File: src/rtl/step_display_pkg.sv
// Shared constants and the hex-to-seven-segment decode for step_display_ctrl.
package step_display_pkg;

    localparam int         NUM_DIGITS = 4;
    localparam logic [6:0] SEG_BLANK  = 7'h7F;

    // Active-low {g,f,e,d,c,b,a} patterns for 0-9, A, b, C, d, E, F
    localparam logic [6:0] HEX_SEG [16] = '{
        7'h40, 7'h79, 7'h24, 7'h30, 7'h19, 7'h12, 7'h02, 7'h78,
        7'h00, 7'h10, 7'h08, 7'h03, 7'h46, 7'h21, 7'h06, 7'h0E
    };

    function automatic logic [6:0] hex_to_seg(input logic [3:0] nib);
        return HEX_SEG[nib];
    endfunction

endpackage

File: src/rtl/step_display_ctrl_btn_debounce.sv
// Two-flop synchronizer, stability-counting debouncer and rising-edge detect
// for one board push-button.
module btn_debounce #(
    parameter int DEBOUNCE_CYCLES = 1000000
) (
    input  logic clk,
    input  logic reset,
    input  logic btn_in,
    output logic rise
);

    localparam int               CNT_W   = $clog2(DEBOUNCE_CYCLES + 1);
    localparam logic [CNT_W-1:0] CNT_MAX = CNT_W'(DEBOUNCE_CYCLES - 1);

    logic             sync1_q;
    logic             btn_s_q;
    logic [CNT_W-1:0] cnt_q, cnt_d;
    logic             level_q, level_d;
    logic             level_dly_q;

    always_comb begin
        cnt_d   = '0;
        level_d = level_q;
        if (btn_s_q != level_q) begin
            if (cnt_q == CNT_MAX) begin
                level_d = btn_s_q;
            end else begin
                cnt_d = cnt_q + 1'b1;
            end
        end
    end

    always_ff @(posedge clk) begin
        if (reset) begin
            sync1_q     <= 1'b0;
            btn_s_q     <= 1'b0;
            cnt_q       <= '0;
            level_q     <= 1'b0;
            level_dly_q <= 1'b0;
        end else begin
            sync1_q     <= btn_in;
            btn_s_q     <= sync1_q;
            cnt_q       <= cnt_d;
            level_q     <= level_d;
            level_dly_q <= level_q;
        end
    end

    // High for the single cycle after the accepted level rises; release is ignored
    assign rise = level_q & ~level_dly_q;

endmodule

File: src/rtl/step_display_ctrl.sv
// Step-button front end and 4-digit hex display mux for the MIPS pipeline board.
// Define STEP_DISPLAY_AUTO_RUN_EN to add the run_sw auto-stepping mode.
module step_display_ctrl
    import step_display_pkg::*;
#(
    parameter int DEBOUNCE_CYCLES = 1000000,
    parameter int REFRESH_DIV     = 100000
`ifdef STEP_DISPLAY_AUTO_RUN_EN
    ,
    parameter int AUTO_PERIOD     = 50000000
`endif
) (
    input  logic        clk,
    input  logic        reset,
    input  logic        step_btn,
    input  logic        show_pc,
    input  logic        half_sel,
    input  logic [31:0] pc_in,
    input  logic [31:0] probe_data,
`ifdef STEP_DISPLAY_AUTO_RUN_EN
    input  logic        run_sw,
`endif
    output logic        step_pulse,
    output logic [15:0] step_count,
    output logic [3:0]  an,
    output logic [6:0]  seg,
    output logic        dp
);

    localparam int               REF_W    = $clog2(REFRESH_DIV + 1);
    localparam logic [REF_W-1:0] REF_LAST = REF_W'(REFRESH_DIV - 1);
    localparam int               IDX_W    = $clog2(NUM_DIGITS);
    localparam logic [IDX_W-1:0] IDX_LAST = IDX_W'(NUM_DIGITS - 1);

    logic btn_rise;

    btn_debounce #(
        .DEBOUNCE_CYCLES(DEBOUNCE_CYCLES)
    ) u_step_btn (
        .clk   (clk),
        .reset (reset),
        .btn_in(step_btn),
        .rise  (btn_rise)
    );

    logic             step_pulse_q, step_pulse_d;
    logic [15:0]      step_count_q, step_count_d;
    logic [REF_W-1:0] ref_cnt_q, ref_cnt_d;
    logic [IDX_W-1:0] idx_q, idx_d;
    logic [15:0]      snap_q, snap_d;
    logic [3:0]       an_q, an_d;
    logic [6:0]       seg_q, seg_d;
    logic             dp_q, dp_d;
    logic             ref_wrap;
    logic [31:0]      src_word;

`ifdef STEP_DISPLAY_AUTO_RUN_EN
    localparam int               AUTO_W    = $clog2(AUTO_PERIOD + 1);
    localparam logic [AUTO_W-1:0] AUTO_LAST = AUTO_W'(AUTO_PERIOD - 1);

    logic              run_s1_q, run_s_q;
    logic [AUTO_W-1:0] auto_cnt_q, auto_cnt_d;
    logic              auto_fire;

    // Button pulses are dropped while auto-run owns the step enable
    always_comb begin
        auto_fire    = run_s_q && (auto_cnt_q == AUTO_LAST);
        auto_cnt_d   = (!run_s_q || auto_fire) ? '0 : auto_cnt_q + 1'b1;
        step_pulse_d = run_s_q ? auto_fire : btn_rise;
    end

    always_ff @(posedge clk) begin
        if (reset) begin
            run_s1_q   <= 1'b0;
            run_s_q    <= 1'b0;
            auto_cnt_q <= '0;
        end else begin
            run_s1_q   <= run_sw;
            run_s_q    <= run_s1_q;
            auto_cnt_q <= auto_cnt_d;
        end
    end
`else
    always_comb begin
        step_pulse_d = btn_rise;
    end
`endif

    always_comb begin
        step_count_d = step_count_q + {15'd0, step_pulse_d};

        ref_wrap  = (ref_cnt_q == REF_LAST);
        ref_cnt_d = ref_wrap ? '0 : ref_cnt_q + 1'b1;

        idx_d = idx_q;
        if (ref_wrap) begin
            idx_d = (idx_q == IDX_LAST) ? '0 : idx_q + 1'b1;
        end

        // The word is captured only as digit 3 hands back to digit 0, so a
        // full scan always shows one consistent value
        src_word = show_pc ? pc_in : probe_data;
        snap_d   = snap_q;
        if (ref_wrap && (idx_q == IDX_LAST)) begin
            snap_d = half_sel ? src_word[31:16] : src_word[15:0];
        end

        an_d  = ~(4'b0001 << idx_d);
        seg_d = hex_to_seg(snap_d[{idx_d, 2'b00} +: 4]);
        dp_d  = !((idx_d == IDX_LAST) && half_sel);
    end

    always_ff @(posedge clk) begin
        if (reset) begin
            step_pulse_q <= 1'b0;
            step_count_q <= '0;
            ref_cnt_q    <= '0;
            idx_q        <= '0;
            snap_q       <= '0;
            an_q         <= 4'b1110;
            seg_q        <= SEG_BLANK;
            dp_q         <= 1'b1;
        end else begin
            step_pulse_q <= step_pulse_d;
            step_count_q <= step_count_d;
            ref_cnt_q    <= ref_cnt_d;
            idx_q        <= idx_d;
            snap_q       <= snap_d;
            an_q         <= an_d;
            seg_q        <= seg_d;
            dp_q         <= dp_d;
        end
    end

    assign step_pulse = step_pulse_q;
    assign step_count = step_count_q;
    assign an         = an_q;
    assign seg        = seg_q;
    assign dp         = dp_q;

endmodule

File: config.mk
export PLATFORM = sky130hd
export DESIGN_NAME = step_display_ctrl
export DESIGN_NICKNAME = d
export VERILOG_FILES = /design/src/rtl/step_display_pkg.sv /design/src/rtl/step_display_ctrl_btn_debounce.sv /design/src/rtl/step_display_ctrl.sv
export SDC_FILE = /design/constraint.sdc
export NUM_CORES = 1
export LEC_CHECK = 0
export CAP_MARGIN = 20
export CORE_MARGIN = 1
export CORE_UTILIZATION = 47
export CTS_BUF_LIST = sky130_fd_sc_hd__clkbuf_8
export CTS_CLUSTER_DIAMETER = 80
export DETAILED_ROUTE_END_ITERATION = 8
export HOLD_SLACK_MARGIN = 0.12
export PLACE_DENSITY = 0.79
export SKIP_CTS_REPAIR_TIMING = 1
export SLEW_MARGIN = 20
export SYNTH_ARGS = -nofsm -noshare
export SYNTH_HDL_FRONTEND = slang
export SYNTH_SLANG_ARGS = --single-unit
export TNS_END_PERCENT = 10
File: constraint.sdc
create_clock -name clk -period 3.5 [get_ports clk]
set_clock_uncertainty 0.05 [all_clocks]
set_input_delay 0.7 -clock clk [delete_from_list [all_inputs] [get_ports clk]]
set_output_delay 0.7 -clock clk [all_outputs]
set_load 0.005 [all_outputs]
==> impl_metrics.tcl, run 1 <==
set metrics [dict create \
    status "completed" \
    clkTransAtPathRegs_ns 0.08 \
    final_nets 619 \
    power_density_nw_per_um2 342 \
    post-place-cells 629 \
    cts_buffer_depth 2 \
    syn_area_per_cell_um2 9.79 \
    worstPathRequired_ns 3.70 \
    io_buffers 97 \
    cts_tree "built" \
    yosys_warnings 0 \
    crit_type "reg -> reg" \
    setup-violations-final 0 \
    worst_pin_slew_ns 0.632 \
    core_area_um2 8380 \
    final_common_cell "clkdlybuf4s50_1" \
    crit_arrival_ns 3.58 \
    cp_common_cell "buf_4" \
    async_flop_share_pct 0 \
    dieArea_um2 9230 \
    grt-ovfl-total 0 \
    synth-xor-area-share_pct 9.05 \
    worstHoldPathType "reg -> reg" \
    diodes 0 \
    wl_per_cell_um 13.6 \
    htree_levels 3 \
    syn_inst 425 \
    ys_types 51 \
    hold_viol 0 \
    final-instance-count-excl-fill 649 \
    vdd_drop_max_mv 0.229 \
    synth_compound_area_share_pct 6.29 \
    fmax_mhz 296 \
    muxShareOfSynthArea_pct 14.3 \
    leakagePower_nw 2.16 \
    numCtsBuffers 9 \
    final_cell_mix "clkdlybuf4s50_1 (96), dfxtp_1 (86), nor2_1 (74)" \
    syn-num-nets 505 \
    pin_count 98 \
    rows 33 \
    grt_usage_pct 20.9 \
    gp_congestion 0.851 \
    rsz0062_at_grt "false" \
    synthFlopType "dfxtp_1" \
    grt_pass1_vias 3467 \
    vias 3461 \
    grt_pass1_wl_mm 14.9 \
    dr.pass1.iters 4 \
    synth_seq_cells 88 \
    cts-root-buf "clkbuf_8" \
    netlist_area_um2 4160 \
    worstSkewPairLatency_ns 0.36 \
    ant_nets 0 \
    routed_wl_mm 8.82 \
    yosys.area_share.simple_pct 21.9 \
    holdWs_ns 0.410 \
    synthToLayoutAreaGrowth_pct 35.0 \
    slowest_stage "or4bb_4" \
    synth_edf_count 0 \
    slew_headroom_pct 57.9 \
    synth_fa_ha_area_share_pct 3.31 \
    maxCapViolCount 0 \
    via_per_inst 5.33 \
    die_h_um 96.1 \
    end_kind "register" \
    synth_top_family_by_area "simple AND/OR/NAND/NOR gates" \
    start_util_pct 49.6 \
    grt_max_degree 33 \
    min_period_ns 3.38 \
    drcViolationCount 0 \
    die_w_um 96.1 \
    cp_max_fo 5 \
    period_share_pct 96.5 \
    antenna_found_initial 0 \
    cp-start-kind "register" \
    power.total_mw 1.92 \
    post-dp-hpwl_mm 6.72 \
    drive_gt1_share_pct 13.4 \
    ys_seq_area_share_pct 42.3 \
    crit_chain "ha_4, or4bb_4, nor4_4, mux2_4, and2_1, a22oi_1, and3_1, buf_4, inv_1, buf_4, ha_1, buf_4, o311a_1" \
    slowest_delay_ns 0.49 \
    drt-initial-drc-count 133 \
    final_max_slew_viol_count 0 \
    clock_sinks 88 \
]
-- area by class of cell --
type | count | area [um^2]
Clock buffer | 10 | 138
Sequential cell | 88 | 1760
Timing Repair Buffer | 120 | 1140
Clock inverter | 6 | 76.3
Multi-Input combinational cell | 310 | 2330
Fill cell | 684 | 2770
Inverter | 10 | 37.5
Tap cell | 105 | 131
-- Yosys cell counts (6+ instances only) --
library cell  number  area, um^2
dfxtp_1           88        1760
nor2_1            74         278
nand3_1           26         130
nand2_1           24        90.1
xor2_1            23         201
xnor2_1           20         175
mux4_2            17         383
mux2i_1           15         150
and3_1            13        81.3
nor2b_1           13        81.3
ha_1              11         138
clkbuf_1          10        37.5
inv_1             10        37.5
a21oi_1            9        45.0
nand4_1            9        56.3
o21ai_0            7        35.0
or3_1              6        37.5
-- flip-flops by register name, summed over array words and instances, names as in the netlist --
register and cells:
snap_q 16, u_step_btn.level_dly_q 1, dp 1, an 4
u_step_btn.level_q 1, u_step_btn.btn_s_q 1, u_step_btn.sync1_q 1, ref_cnt_q 17
seg 7, step_pulse 1, step_count 16, idx_q 2
u_step_btn.cnt_q 20
-- metal layers --
layer	GRT usage, %	routed length (um)	up-vias
li1	-	-	1712
met1	23.1	3730	1642
met2	37.9	4560	97
met3	5.06	414	10
met4	8.71	115	0
met5	0	0	-
-- cells by family after synthesis --
family,Yosys count
compound gates,38
flops,88
simple gates,181
buf+inv,27
mux,37
xor+xnor,43
fa+ha+maj,11
-- worst max-delay path: cells and delay by family (launching register included) --
kind / cells / cell delay (ns)
simple gates: 4 / 1.15
buf+inv: 4 / 0.48
compound gates: 2 / 0.53
flops: 1 / 0.37
fa+ha+maj: 2 / 0.35
mux: 1 / 0.35
-- report_power, final --
group          total (mW)  internal [mW]  switching (mW)
Clock               0.751          0.413           0.338
Combinational       0.158          0.113          0.0452
Sequential           1.01           1.01         0.00567
-- through the flow --
stage | TNS (ns) | utilization, % | setup WS, ns | instance area [um^2]
after floorplan | 0 | - | 0.0302 | 4160
after global placement | 0 | 63.5 | 0.0190 | 5320
after detailed placement | -0.152 | 63.5 | -0.0696 | 5320
after CTS | -0.00357 | 66.0 | -0.00357 | 5540
after global routing | 0 | 67.0 | 0.00971 | 5620
final | 0 | 67.0 | 0.122 | 5620
-- final timing paths --
check / from / end / slack (ns) / cells past startpoint
min reg2reg: u_step_btn.sync1_q / u_step_btn.btn_s_q / 0.41 / 1
max: ref_cnt_q[0] / seg[0] / 0.12 / 13
max reg2reg: ref_cnt_q[0] / seg[0] / 0.12 / 13
min: u_step_btn.sync1_q / u_step_btn.btn_s_q / 0.41 / 1
No activity file was read; power rests on OpenSTA's default activity.
==> run 2: changes to the inputs <==
--- a/config.mk
+++ b/config.mk
@@ -7,12 +7,13 @@
 export LEC_CHECK = 0
 export CAP_MARGIN = 20
 export CORE_MARGIN = 1
-export CORE_UTILIZATION = 47
-export CTS_BUF_LIST = sky130_fd_sc_hd__clkbuf_8
+export CORE_UTILIZATION = 45
+export CTS_BUF_LIST = sky130_fd_sc_hd__clkbuf_16
 export CTS_CLUSTER_DIAMETER = 80
 export DETAILED_ROUTE_END_ITERATION = 8
 export HOLD_SLACK_MARGIN = 0.12
-export PLACE_DENSITY = 0.79
+export PLACE_DENSITY = 0.76
+export SETUP_SLACK_MARGIN = 0.1
 export SKIP_CTS_REPAIR_TIMING = 1
 export SLEW_MARGIN = 20
 export SYNTH_ARGS = -nofsm -noshare
==> run 2 against run 1 <==
- the flow now finishes with violations (DRC)
- worst setup slack better by 0.13 ns
- core utilization is 2.6 points lower
- clock power is 36% higher
- sequential power hardly changed
- global-route usage is 1.5 points lower
- via count is 1.4% lower
- cell count is 0.46% lower
- register-to-register slack better by 0.13 ns
==> impl_metrics.tcl, run 2 (same netlist as run 1, synthesis figures left out) <==
set metrics [dict create \
    status "complete, but fails checks" \
    violations "DRC" \
    routed_wl_mm 8.97 \
    min_period_ns 3.25 \
    grt_usage_pct 19.4 \
    crit_chain "ha_4, or4bb_4, nor4_4, mux2_4, and2_1, a22oi_1, and3_4, buf_6, inv_1, ha_1, o2111a_1, a31oi_1" \
    min_to "ref_cnt_q[0]" \
    cts_tree "built" \
    crit_arrival_ns 3.47 \
    r2r-end "seg[3]" \
    min_path_cells 1 \
    cp-start-kind "register" \
    pin_count 98 \
    largest_reg_flops 20 \
    rsz0062_at_grt "false" \
    drcViolationCount 2 \
    htree_levels 3 \
    io_buffers 97 \
    vias 3413 \
    final_nets 613 \
    maxCapViolCount 0 \
    grt_max_degree 36 \
    hold_viol 0 \
    critPathBufInv 2 \
    post-dp-hpwl_mm 6.68 \
    slowest_delay_ns 0.49 \
    n_fill_cell 717 \
    cts_buffer_depth 2 \
    setup_slack_ns 0.252 \
    r2r_cells 12 \
    period_share_pct 92.8 \
    dr.pass1.iters 6 \
    leakagePower_nw 2.17 \
    grt-ovfl-total 0 \
    ant_nets 0 \
    drt-initial-drc-count 88 \
    diodes 0 \
    clock_sinks 88 \
    fmax_mhz 308 \
    final_cell_mix "clkdlybuf4s50_1 (96), dfxtp_1 (86), nor2_1 (74)" \
    setup_tns_ns 0 \
    dpl_worst_slack_ns -0.0310 \
    crit_type "reg -> reg" \
    slowest_stage "or4bb_4" \
    hold_start "ref_cnt_q[0]" \
    clkTransAtPathRegs_ns 0.07 \
    numCtsBuffers 9 \
    top_register "u_step_btn.cnt_q" \
    die_w_um 98.2 \
    cp_max_fo 7 \
    gp_congestion 0.846 \
    multiInputGateArea_um2 2340 \
    cts-root-buf "clkbuf_16" \
    worstSkewPairLatency_ns 0.34 \
    end_kind "register" \
    register_area_um2 1770 \
    core_area_um2 8850 \
    rrSetupSlack_ns 0.25 \
    slew_headroom_pct 57.7 \
    synthToLayoutAreaGrowth_pct 37.0 \
    rows 34 \
    grt_pass1_wl_mm 15.2 \
    setup-violations-final 0 \
    die_h_um 98.2 \
    final_common_cell "clkdlybuf4s50_1" \
    drive_gt1_share_pct 13.0 \
    crit_family "simple AND/OR/NAND/NOR gates" \
    largest_registers "u_step_btn.cnt_q x20, ref_cnt_q x17" \
    vdd_drop_max_mv 0.185 \
    worstHoldPathType "reg -> reg" \
    power_density_nw_per_um2 385 \
    wl_per_cell_um 13.9 \
    dieArea_um2 9630 \
    start_util_pct 47.0 \
    final_max_slew_viol_count 0 \
    via_per_inst 5.28 \
    grt_pass1_vias 3353 \
    worst_pin_slew_ns 0.634 \
    worstPathRequired_ns 3.72 \
    reg2reg_from "ref_cnt_q[0]" \
    antenna_found_initial 0 \
]
==> run 2: cell types whose count changed in the layout (fill, tap and decap cells not counted), sizes merged <==
cell	previous run	this run
buf	24	18
clkbuf	10	9
clkinv	1	2
clkinvlp	0	1
inv	13	12
==> run 2: final cells by class <==
| cell class | count | area share (%) |
|---|---|---|
| clock buffer | 9 | 3.95 |
| clock inverter | 7 | 1.65 |
| inverter | 10 | 0.659 |
| multi-input combinational | 310 | 41.1 |
| sequential | 88 | 31.0 |
| tap | 108 | 2.37 |
| timing repair buffer | 114 | 19.3 |
==> run 2: through the flow <==
stage	total power [mW]	instances	utilization, %	cell area, um^2	hold WS, ns
global placement	1.19	628	59.8	5300	0.374
CTS	2.21	644	63.4	5610	0.401
global route	2.28	646	64.4	5700	0.407
floorplan	1.10	425	-	4160	0.364
detailed placement	1.20	628	59.8	5300	0.391
finish	2.20	646	64.4	5700	0.390
==> run 2: power breakdown <==
group | internal, mW | switching, mW
Sequential | 1.01 | 0.00529
Clock | 0.627 | 0.396
Combinational | 0.113 | 0.0465
==> run 2: routing by layer <==
metal  share of wire [%]  routed length, um  vias to the layer above  track usage [%]
met3                 4.1                364                       10             4.37
met2                  51               4580                       90             34.5
met4                 1.3                116                        0             5.17
met1                  44               3910                     1603             23.6
met5                   0                  0                        -                0
li1                    -                  -                     1710                -
==> run 2: how the worst max path moves through the flow <==
stage	startpoint	to	cells past startpoint
CTS	ref_cnt_q[0]	seg[3]	12
finish	ref_cnt_q[0]	seg[3]	12
global placement	show_pc	seg[0]	9
floorplan	show_pc	seg[0]	9
detailed placement	show_pc	seg[0]	9
global route	ref_cnt_q[0]	seg[3]	12
==> run 2: worst reg2reg max path: stages (launching register included) <==
cell	delay (ns)
dfxtp_4	0.36
ha_4	0.14
or4bb_4	0.49
nor4_4	0.30
mux2_4	0.39
and2_1	0.18
a22oi_1	0.19
and3_4	0.22
buf_6	0.11
inv_1	0.07
ha_1	0.32
o2111a_1	0.24
a31oi_1	0.12
